### config.mk
export PLATFORM = sky130hd
export DESIGN_NAME = mem_responder
export DESIGN_NICKNAME = d
export VERILOG_FILES = /design/src/rtl/mem_responder.sv
export SDC_FILE = /design/constraint.sdc
export NUM_CORES = 1
export LEC_CHECK = 0
export CORE_MARGIN = 10
export CORE_UTILIZATION = 30
export CTS_CLUSTER_SIZE = 16
export DETAILED_ROUTE_END_ITERATION = 8
export GPL_TIMING_DRIVEN = 0
export PLACE_DENSITY = 0.43
export SYNTH_ARGS = -nofsm -noshare
export SYNTH_HDL_FRONTEND = slang
export SYNTH_SLANG_ARGS = --single-unit
### constraint.sdc
create_clock -name clk -period 4.8 [get_ports clk]
set_input_delay 0.96 -clock clk [delete_from_list [all_inputs] [get_ports clk]]
set_output_delay 0.96 -clock clk [all_outputs]
set_load 0.03 [all_outputs]
### src/rtl/mem_responder.sv
// mem_responder: read/write/ack memory target, DEPTH x DATA_W words, fixed completion latency.
// Optional MEM_RW_CONFLICT_ERR_EN adds an err output and rejects simultaneous read+write.
module mem_responder #(
    parameter int ADDR_W  = 5,
    parameter int DATA_W  = 8,
    parameter int DEPTH   = 32,
    parameter int LATENCY = 2
) (
    input  logic              clk,
    input  logic              rst_n,
    input  logic              read,
    input  logic              write,
    input  logic [ADDR_W-1:0] addr,
    input  logic [DATA_W-1:0] data_i,
    output logic [DATA_W-1:0] data_o,
`ifdef MEM_RW_CONFLICT_ERR_EN
    output logic              err,
`endif
    output logic              ack
);

    localparam int CNT_W = (LATENCY > 1) ? $clog2(LATENCY) : 1;

    typedef enum logic [1:0] {
        IDLE = 2'd0,
        BUSY = 2'd1,
        ACK  = 2'd2
    } state_e;

    state_e              state_q, state_d;
    logic [CNT_W-1:0]    cnt_q, cnt_d;
    logic                op_wr_q, op_wr_d;
    logic [ADDR_W-1:0]   addr_q, addr_d;
    logic [DATA_W-1:0]   wdata_q, wdata_d;
    logic [DATA_W-1:0]   rdata_q;
    logic [DATA_W-1:0]   mem_q [DEPTH];

    logic accept;
    logic op_line;
    logic commit;

`ifdef MEM_RW_CONFLICT_ERR_EN
    logic conflict;
    logic err_q, err_d;

    always_comb begin
        conflict = read & write;
        accept   = (read | write) & ~conflict;
        err_d    = conflict & (state_q != BUSY);
    end
`else
    // Without conflict checking, read+write falls through as a write.
    always_comb begin
        accept = read | write;
    end
`endif

    always_comb begin
        op_line = op_wr_q ? write : read;
    end

    always_ff @(posedge clk or negedge rst_n) begin
        if (!rst_n) begin
            state_q <= IDLE;
        end else begin
            state_q <= state_d;
        end
    end

    always_comb begin
        state_d = state_q;
        cnt_d   = cnt_q;
        op_wr_d = op_wr_q;
        addr_d  = addr_q;
        wdata_d = wdata_q;
        unique case (state_q)
            IDLE, ACK: begin
                state_d = IDLE;
                if (accept) begin
                    op_wr_d = write;
                    addr_d  = addr;
                    wdata_d = data_i;
                    cnt_d   = CNT_W'(LATENCY - 1);
                    state_d = BUSY;
                end
            end
            BUSY: begin
                // A single-cycle latency leaves no window to cancel.
                if ((LATENCY > 1) && !op_line) begin
                    state_d = IDLE;
                end else if (cnt_q == '0) begin
                    state_d = ACK;
                end else begin
                    cnt_d = cnt_q - CNT_W'(1);
                end
            end
            default: state_d = IDLE;
        endcase
    end

    always_comb begin
        commit = (state_q == BUSY) && (state_d == ACK);
    end

    always_ff @(posedge clk or negedge rst_n) begin
        if (!rst_n) begin
            cnt_q   <= '0;
            op_wr_q <= 1'b0;
            addr_q  <= '0;
            wdata_q <= '0;
        end else begin
            cnt_q   <= cnt_d;
            op_wr_q <= op_wr_d;
            addr_q  <= addr_d;
            wdata_q <= wdata_d;
        end
    end

    always_ff @(posedge clk or negedge rst_n) begin
        if (!rst_n) begin
            for (int i = 0; i < DEPTH; i++) begin
                mem_q[i] <= '0;
            end
        end else if (commit && op_wr_q) begin
            mem_q[addr_q] <= wdata_q;
        end
    end

    always_ff @(posedge clk or negedge rst_n) begin
        if (!rst_n) begin
            rdata_q <= '0;
        end else if (commit && !op_wr_q) begin
            rdata_q <= mem_q[addr_q];
        end
    end

`ifdef MEM_RW_CONFLICT_ERR_EN
    always_ff @(posedge clk or negedge rst_n) begin
        if (!rst_n) begin
            err_q <= 1'b0;
        end else begin
            err_q <= err_d;
        end
    end

    always_comb begin
        err = err_q;
    end
`endif

    always_comb begin
        ack    = (state_q == ACK);
        data_o = rdata_q;
    end

endmodule
==> results.sh, run 1 <==
export IMPL_status="completed"
export IMPL_ir_drop_mv=0.2339
export IMPL_cts_tree="built"
export IMPL_synth_area_leaders="dfrtp_1, mux2_2, mux4_2"
export IMPL_skew_ns=0.01579
export IMPL_stdcell_area_sq_mm=0.01497
export IMPL_hold_viol=0
export IMPL_max_freq_ghz=0.3029
export IMPL_syn_area_sq_mm=0.01287
export IMPL_cts_resized=0
export IMPL_synth_cell_types=56
export IMPL_drv_cap=0
export IMPL_drt_pre_antenna_iters=4
export IMPL_synth_warnings=0
export IMPL_crit_chain="clkbuf_2, buf_1, buf_2, buf_1, mux4_2, o21ai_0, a31oi_1"
export IMPL_layout_nets=973
export IMPL_die_area_sq_mm=0.05159
export IMPL_cts_root_buf="clkbuf_16"
export IMPL_post_dp_hpwl_um=28830
export IMPL_fin_crit_sh=0.6878
export IMPL_rrSetupSlack_ns=1.50
export IMPL_p_leak_nw=6.915
export IMPL_std_cell_rows=75
export IMPL_worstPathRequired_ns=5.18
export IMPL_relSlewSlack=0.2526
export IMPL_final_util=0.3544
export IMPL_cts_setup_buffers=0
export IMPL_htreeDepth=2
export IMPL_vias=7839
export IMPL_grt_overflow_total=0
export IMPL_drive_gt1_frac=0.4333
export IMPL_placed_area_sq_mm=0.01388
export IMPL_powerDensity_mw_per_mm2=622.3
export IMPL_io_buffers=25
export IMPL_clock_latency_ns=0.53
export IMPL_synth_avg_cell_area_sq_um=14.45
export IMPL_synth_nets=908
export IMPL_layout_min_cycle_time_ns=3.301
export IMPL_crit_type="flip-flop to flip-flop"
export IMPL_path_common_cell="buf_1"
export IMPL_core_area_sq_mm=0.04223
export IMPL_finalPower_mw=9.313
export IMPL_num_io_pins=26
export IMPL_ys_async_sr_fraction=1.000
export IMPL_seq_area_frac_synth=0.5463
export IMPL_synth_edff_count=0
export IMPL_post_drt_wl_per_cell_um=27.66
export IMPL_grt_pass1_vias=8144
export IMPL_wl_um=41870
export IMPL_cts_sinks=281
export IMPL_max_stage_delay_ns=0.62
export IMPL_drtIter0Drc=519
export IMPL_via_per_inst=5.178
export IMPL_die_y_um=227.1
export IMPL_grt_pass1_wl_um=61350
export IMPL_cts_buffers=35
export IMPL_synth_seq_cells=281
export IMPL_setup_violations=0
export IMPL_synth_ff_type="dfrtp_1"
export IMPL_tightest_slew_ns=1.121
export IMPL_synth_cells=891
export IMPL_cp_slowest_cell="buf_1"
export IMPL_place_congestion=0.8913
export IMPL_start_util=0.3048
export IMPL_mostFrequentLayoutCells="dfrtp_1, mux2_2, mux2i_1"
export IMPL_ant_nets=0
export IMPL_tns_ns=0
export IMPL_worstPathMaxFanout=10
export IMPL_yosys_area_top_type="dfrtp_1"
export IMPL_area_delta_synth_final_pct=16.27
export IMPL_fp_dieW_um=227.1
export IMPL_holdCritPathClass="input port to async pin"
export IMPL_fillers=4167
export IMPL_final_max_slew_viol_count=0
export IMPL_end_kind="flip-flop"
export IMPL_grt_max_degree=87
export IMPL_grt_usage=0.1662
export IMPL_worst_ep_arrival_time_ns=3.68
export IMPL_hold_buffers=0
export IMPL_antenna_found_initial=1
export IMPL_rsz0062_at_grt="false"
export IMPL_startpoint_type="flip-flop"
export IMPL_drc=0
export IMPL_synth_top_area_share=0.5463
export IMPL_cts_buffer_depth=3
export IMPL_clkSlewWorstSetupHoldPaths_ns=0.06
export IMPL_mostFrequentLayoutCell="dfrtp_1"
-- cells in the mapped netlist, types with 5 or more instances --
master / instances
nor3_1: 7
o21ai_0: 11
dfrtp_1: 281
nor2_1: 19
mux4_2: 35
nand2b_1: 6
o22ai_1: 14
mux2_2: 279
a22oi_1: 5
nand3_1: 6
buf_2: 12
nand2_2: 6
nor2_2: 17
buf_4: 5
nand3b_1: 5
clkbuf_1: 33
a21oi_1: 10
mux2i_1: 50
nand2_1: 25
a31oi_1: 10
-- state kept, by name (all words and copies together), names as in the netlist --
signal   count
mem_q      256
state_q      2
op_wr_q      1
addr_q       5
data_o       8
wdata_q      8
cnt_q        1
-- power by group --
group | switching (mW) | total [mW] | internal, mW
registers | 0.437 | 3.51 | 3.07
clock network | 1.01 | 2.53 | 1.52
logic | 2.01 | 3.27 | 1.26
total | 3.47 | 9.31 | 5.85
-- through the flow --
step,setup WS (ns),std cells,hold slack (ns)
2_1_floorplan,2.481,891,0.4737
3_3_place_gp,-10.43,1455,0.4818
3_5_place_dp,1.186,1458,0.4878
4_1_cts,1.568,1513,0.3852
5_1_grt,1.427,1513,0.3990
6_report,1.499,1514,0.3675
-- worst max-delay path: cells and delay by family, from the launching register on --
kind / cells / cell delay [ns]
AO/OA/AOI/OAI: 2 / 0.41
buffers and inverters: 4 / 1.94
flip-flops: 1 / 0.36
multiplexers: 1 / 0.44
-- cell families after synthesis --
logic type | Yosys count | share of synthesized area
multiplexers | 364 | 0.3442
flip-flops | 281 | 0.5463
AND/OR/NAND/NOR | 126 | 0.05852
AO/OA/AOI/OAI | 63 | 0.03159
buffers and inverters | 57 | 0.01934
-- path summary, 6_finish.rpt --
| kind | from | end | depth (start not counted) |
|---|---|---|---|
| setup / recovery | addr_q[1] | data_o[1] | 7 |
| hold / removal | rst_n | mem_q[41] | 1 |
| setup reg to reg | addr_q[1] | data_o[1] | 7 |
| hold reg to reg | mem_q[43] | mem_q[43] | 1 |
| max in group asynchronous | rst_n | mem_q[234] | 2 |
| min in group clk | mem_q[43] | mem_q[43] | 1 |
-- final cells by class --
| cell class | count | area [sq um] | area share |
|---|---|---|---|
| plain buffers | 55 | 241.5 | 0.01614 |
| clock inverters | 9 | 70.07 | 0.004682 |
| repair buffers | 28 | 337.8 | 0.02257 |
| diodes | 1 | 2.502 | 0.0001672 |
| clock buffers | 46 | 1010 | 0.06747 |
| multi-input cells | 553 | 5590 | 0.3735 |
| well taps | 539 | 674.4 | 0.04506 |
| inverters | 2 | 7.507 | 0.0005016 |
| flip-flops and latches | 281 | 7032 | 0.4699 |
-- routing by layer --
layer / vias up / global-route usage / wire [um]
li1: 3439 / - / -
met5: - / 0 / 0
met1: 4198 / 0.2438 / 20800
met2: 151 / 0.2472 / 18600
met4: 0 / 0.05439 / 1124
met3: 51 / 0.02265 / 1356
Note: power is estimated with default switching activity, not from simulation.
==> inputs of run 2 (changes only) <==
==> constraint.sdc (replaced) <==
create_clock -name clk -period 3.28 [get_ports clk]
set_input_delay 0.656 -clock clk [delete_from_list [all_inputs] [get_ports clk]]
set_output_delay 0.656 -clock clk [all_outputs]
set_load 0.03 [all_outputs]
==> run 2 against run 1 <==
Compared with the run above: worst setup slack lost 1.4 ns; sequential power grew 46%; largest power group unchanged; global-route usage is the same; power grew 46%; register-to-register slack lost 1.4 ns; sequential share of layout area is essentially flat; clock skew is essentially flat; design area is essentially flat; critical path depth shrank 1; worst hold slack lost 0.29 ns; non-clock buffer count shrank 1; die area is the same.
==> results.sh, run 2 (synthesis gave the netlist of run 1 again) <==
export IMPL_hold_viol=0
export IMPL_post_dp_hpwl_um=28830
export IMPL_core_area_sq_mm=0.04223
export IMPL_worstRegToRegCells=6
export IMPL_drc=0
export IMPL_setup_violations=0
export IMPL_largest_register="mem_q"
export IMPL_cts_resized=0
export IMPL_fp_dieW_um=227.1
export IMPL_placed_area_sq_mm=0.01388
export IMPL_layout_nets=972
export IMPL_drtIter0Drc=480
export IMPL_startpoint_type="flip-flop"
export IMPL_drv_cap=0
export IMPL_mostFrequentLayoutCell="dfrtp_1"
export IMPL_cts_tree="built"
export IMPL_cts_root_buf="clkbuf_16"
export IMPL_intPower_mw=8.555
export IMPL_worstPathMaxFanout=10
export IMPL_cts_sinks=281
export IMPL_timing_rr_start="addr_q[4]"
export IMPL_swShare=0.3717
export IMPL_htreeDepth=2
export IMPL_io_buffers=25
export IMPL_dp_cells=1458
export IMPL_via_per_inst=5.172
export IMPL_skew_ns=0.01610
export IMPL_final_util=0.3544
export IMPL_crit_type="flip-flop to flip-flop"
export IMPL_antenna_found_initial=1
export IMPL_worstPathRequired_ns=3.68
export IMPL_place_congestion=0.8913
export IMPL_rrSetupSlack_ns=0.11
export IMPL_end_kind="flip-flop"
export IMPL_die_y_um=227.1
export IMPL_comb_power_share=0.351
export IMPL_cts_buffers=35
export IMPL_final_max_slew_viol_count=0
export IMPL_timing_rr_end="mem_q[116]"
export IMPL_grt_overflow_total=0
export IMPL_std_cell_rows=75
export IMPL_start_util=0.3048
export IMPL_status="completed"
export IMPL_holdCritPathClass="input port to async pin"
export IMPL_seqPwrFrac=0.377
export IMPL_timing_hold_ws_ns=0.07266
export IMPL_grt_pass1_wl_um=61350
export IMPL_wl_um=41870
export IMPL_fin_crit_sh=0.9656
export IMPL_worst_ep_arrival_time_ns=3.57
export IMPL_ir_drop_mv=0.3419
export IMPL_die_area_sq_mm=0.05159
export IMPL_drive_gt1_frac=0.4337
export IMPL_clock_latency_ns=0.53
export IMPL_post_drt_wl_per_cell_um=27.65
export IMPL_largest_reg_flops=256
export IMPL_rsz0062_at_grt="false"
export IMPL_drt_pre_antenna_iters=4
export IMPL_grt_usage=0.1662
export IMPL_mostFrequentLayoutCells="dfrtp_1, mux2_2, mux2i_1"
export IMPL_pwr_share_clk=0.272
export IMPL_grt_max_degree=87
export IMPL_clkSlewWorstSetupHoldPaths_ns=0.06
export IMPL_grt_pass1_vias=8144
export IMPL_ant_nets=0
export IMPL_vias=7830
export IMPL_stdcell_count=1514
export IMPL_p_switching_mw=5.060
export IMPL_max_freq_ghz=0.3157
export IMPL_stdcell_area_sq_mm=0.01496
export IMPL_hold_buffers=0
export IMPL_cts_setup_buffers=0
export IMPL_p_leak_nw=6.913
export IMPL_num_io_pins=26
export IMPL_relSlewSlack=0.2216
export IMPL_powerDensity_mw_per_mm2=909.8
export IMPL_tightest_slew_ns=1.168
export IMPL_area_delta_synth_final_pct=16.26
export IMPL_cts_buffer_depth=3
export IMPL_layout_min_cycle_time_ns=3.167
[run 2: cell types whose count changed in the layout (fill, tap and decap cells not counted)]
cell | previous run | this run
buf_1 | 4 | 3
diode_2 | 1 | 2
[run 2: area by class of cell]
type                       instances  area (sq um)
fill                            4168         27260
sequential                       281          7032
multi-input combinational        553          5590
clock buffer                      46          1010
tap                              539         674.4
timing repair buffer              28         337.8
buffer                            54         237.7
clock inverter                     9         70.07
inverter                           2         7.507
antenna                            2         5.005
[run 2: how the worst max path moves through the flow]
stage	start	cells after the start	slack [ns]	to
after floorplan	state_q[1]	4	1.25	mem_q[120]
after global placement	rst_n	1	-11.65	wdata_q[4]
after detailed placement	write	7	-0.03	mem_q[8]
after CTS	addr_q[1]	7	0.05	data_o[1]
after global routing	addr_q[1]	6	0.0008	mem_q[4]
final	addr_q[4]	6	0.11	mem_q[116]
[run 2: metrics by stage]
| stage | power, mW | setup WS, ns | setup TNS (ns) |
|---|---|---|---|
| CTS | 13.76 | 0.04813 | 0 |
| global placement | 9.970 | -11.65 | -3269.32 |
| global route | 14.29 | 0.0007956 | 0 |
| finish | 13.61 | 0.1129 | 0 |
| floorplan | 7.913 | 1.247 | 0 |
| detailed placement | 9.993 | -0.02979 | -0.6471 |
[run 2: routing by layer]
metal / global-route usage / wire length, um / part of all wire / vias up
li1: - / - / - / 3441
met5: 0 / 0 / 0 / -
met1: 0.2438 / 20770 / 0.50 / 4172
met3: 0.02265 / 1397 / 0.033 / 58
met4: 0.05439 / 1195 / 0.029 / 0
met2: 0.2472 / 18500 / 0.44 / 159
[run 2: power groups by stage]
stage / Clock [mW] / Combinational, mW / Sequential [mW]
floorplan: 0 / 2.89 / 5.02
global placement: 0 / 4.79 / 5.18
detailed placement: 0 / 4.81 / 5.18
CTS: 3.81 / 4.82 / 5.13
global route: 3.94 / 5.08 / 5.27
finish: 3.71 / 4.78 / 5.13
[run 2: critical path, stage by stage, from the launching register on]
cell and delay (ns):
dfrtp_1 0.38, buf_2 0.22, buf_2 0.30, buf_2 0.34
buf_1 0.77, nand3_2 0.57, mux2_2 0.44
==> inputs of run 3 (changes only) <==
--- a/config.mk
+++ b/config.mk
@@ -11,6 +11,7 @@
 export DETAILED_ROUTE_END_ITERATION = 8
 export GPL_TIMING_DRIVEN = 0
 export PLACE_DENSITY = 0.43
+export SETUP_SLACK_MARGIN = 0.2
 export SYNTH_ARGS = -nofsm -noshare
 export SYNTH_HDL_FRONTEND = slang
 export SYNTH_SLANG_ARGS = --single-unit
==> run 3 against run 2 <==
Compared with the run above: cell count did not move; routed wire length rose by 0.13%; sequential power barely moved; maximum frequency rose by 6.0%; register-to-register slack improved by 0.18 ns; global-route usage barely moved; critical path depth did not move; sequential share of layout area barely moved; sequential cell count did not move; utilization barely moved; clock skew rose by 0.00052 ns; worst setup slack improved by 0.18 ns; largest power group unchanged.
==> results.sh, run 3 (synthesis gave the netlist of run 1 again) <==
export IMPL_start_util=0.3048
export IMPL_timing_rr_start="addr_q[3]"
export IMPL_largest_reg_flops=256
export IMPL_layout_min_cycle_time_ns=2.989
export IMPL_ir_drop_mv=0.3420
export IMPL_drc=0
export IMPL_grt_util_met1=0.2437
export IMPL_setup_violations=0
export IMPL_use_met2=0.2473
export IMPL_drtIter0Drc=521
export IMPL_core_area_sq_mm=0.04223
export IMPL_hold_buffers=0
export IMPL_worstPathMaxFanout=10
export IMPL_layout_nets=973
export IMPL_drt_pre_antenna_iters=4
export IMPL_num_io_pins=26
export IMPL_grt_pass1_vias=8147
export IMPL_io_buffers=25
export IMPL_vias=7863
export IMPL_tns_ns=0
export IMPL_stdcell_count=1514
export IMPL_post_drt_wl_per_cell_um=27.69
export IMPL_dp_cells=1458
export IMPL_startpoint_type="flip-flop"
export IMPL_grt_pass1_wl_um=61340
export IMPL_dp_slack_ns=-0.02979
export IMPL_cts_buffer_depth=3
export IMPL_mostFrequentLayoutCells="dfrtp_1, mux2_2, mux2i_1"
export IMPL_cts_buffers=35
export IMPL_met3_usage=0.02265
export IMPL_skew_ns=0.01662
export IMPL_grt_max_degree=87
export IMPL_final_max_slew_viol_count=0
export IMPL_critical_path_startpoint="addr_q[3]"
export IMPL_fp_dieW_um=227.1
export IMPL_grt_usage=0.1662
export IMPL_cts_tree="built"
export IMPL_clkSlewWorstSetupHoldPaths_ns=0.06
export IMPL_mostFrequentLayoutCell="dfrtp_1"
export IMPL_largest_register="mem_q"
export IMPL_clock_latency_ns=0.53
export IMPL_die_y_um=227.1
export IMPL_drv_cap=0
export IMPL_area_delta_synth_final_pct=16.35
export IMPL_relSlewSlack=0.2568
export IMPL_finalPower_mw=13.64
export IMPL_max_freq_ghz=0.3346
export IMPL_die_area_sq_mm=0.05159
export IMPL_fin_crit_sh=0.9112
export IMPL_holdCritPathClass="input port to async pin"
export IMPL_p_leak_nw=6.924
export IMPL_status="completed"
export IMPL_drive_gt1_frac=0.4363
export IMPL_tightest_slew_ns=1.115
export IMPL_rsz0062_at_grt="false"
export IMPL_fillers=4169
export IMPL_post_dp_hpwl_um=28830
export IMPL_crit_type="flip-flop to flip-flop"
export IMPL_std_cell_rows=75
export IMPL_ant_nets=0
export IMPL_place_congestion=0.8913
export IMPL_top_usage_layer="met2"
export IMPL_worstPathRequired_ns=3.68
export IMPL_htreeDepth=2
export IMPL_wl_um=41920
export IMPL_worst_slack_ns=0.2912
export IMPL_worst_ep_arrival_time_ns=3.39
export IMPL_powerDensity_mw_per_mm2=910.6
export IMPL_end_kind="flip-flop"
export IMPL_via_per_inst=5.194
export IMPL_grt_overflow_total=0
export IMPL_cts_sinks=281
export IMPL_cts_root_buf="clkbuf_16"
export IMPL_antenna_found_initial=1
export IMPL_hold_viol=0
[run 3: per-stage QoR]
step	util	hold WS (ns)	area, sq um
6_report	0.3546	0.07137	14980
3_3_place_gp	0.3267	0.4818	13800
3_5_place_dp	0.3288	0.4878	13880
2_1_floorplan	-	0.3604	12870
5_1_grt	0.3546	0.09498	14970
4_1_cts	0.3545	0.08122	14970
[run 3: critical path, stage by stage, from the launching register on]
cell and delay, ns:
dfrtp_1 0.36, clkbuf_1 0.32, clkbuf_1 0.47, buf_1 0.58, nor2_1 0.34, nand3_2 0.40, mux2_2 0.38
[run 3: routing by layer]
| metal | part of all wire | vias up |
|---|---|---|
| met3 | 0.035 | 52 |
| met2 | 0.44 | 145 |
| met4 | 0.028 | 0 |
| li1 | - | 3435 |
| met1 | 0.49 | 4231 |
| met5 | 0 | - |
[run 3: area by class of cell]
| type | count | area [sq um] | area share |
|---|---|---|---|
| well taps | 539 | 674.4 | 0.04503 |
| clock inverters | 9 | 70.07 | 0.004679 |
| inverters | 2 | 7.507 | 0.0005013 |
| clock buffers | 46 | 1010 | 0.06742 |
| plain buffers | 55 | 251.5 | 0.01679 |
| multi-input cells | 553 | 5590 | 0.3733 |
| repair buffers | 28 | 337.8 | 0.02256 |
| flip-flops and latches | 281 | 7032 | 0.4695 |
| diodes | 1 | 2.502 | 0.0001671 |
[run 3: final timing paths]
path / end / cells after the start / slack [ns]
max reg2reg: mem_q[116] / 6 / 0.29
min reg2reg: mem_q[43] / 1 / 0.50
max: mem_q[116] / 6 / 0.29
min: mem_q[41] / 1 / 0.07
max in group asynchronous: mem_q[234] / 2 / 2.35
min in group clk: mem_q[43] / 1 / 0.50
[run 3: report_power, final]
group / leakage, nW / switching [mW] / internal (mW)
logic: 2.54 / 2.95 / 1.85
clock network: 0.542 / 1.49 / 2.22
registers: 3.84 / 0.639 / 4.49
[run 3: repair_timing]
item,CTS,global route
setup buffers,0,0
endpoints found under the setup margin,20,3
gates resized for setup,3,1
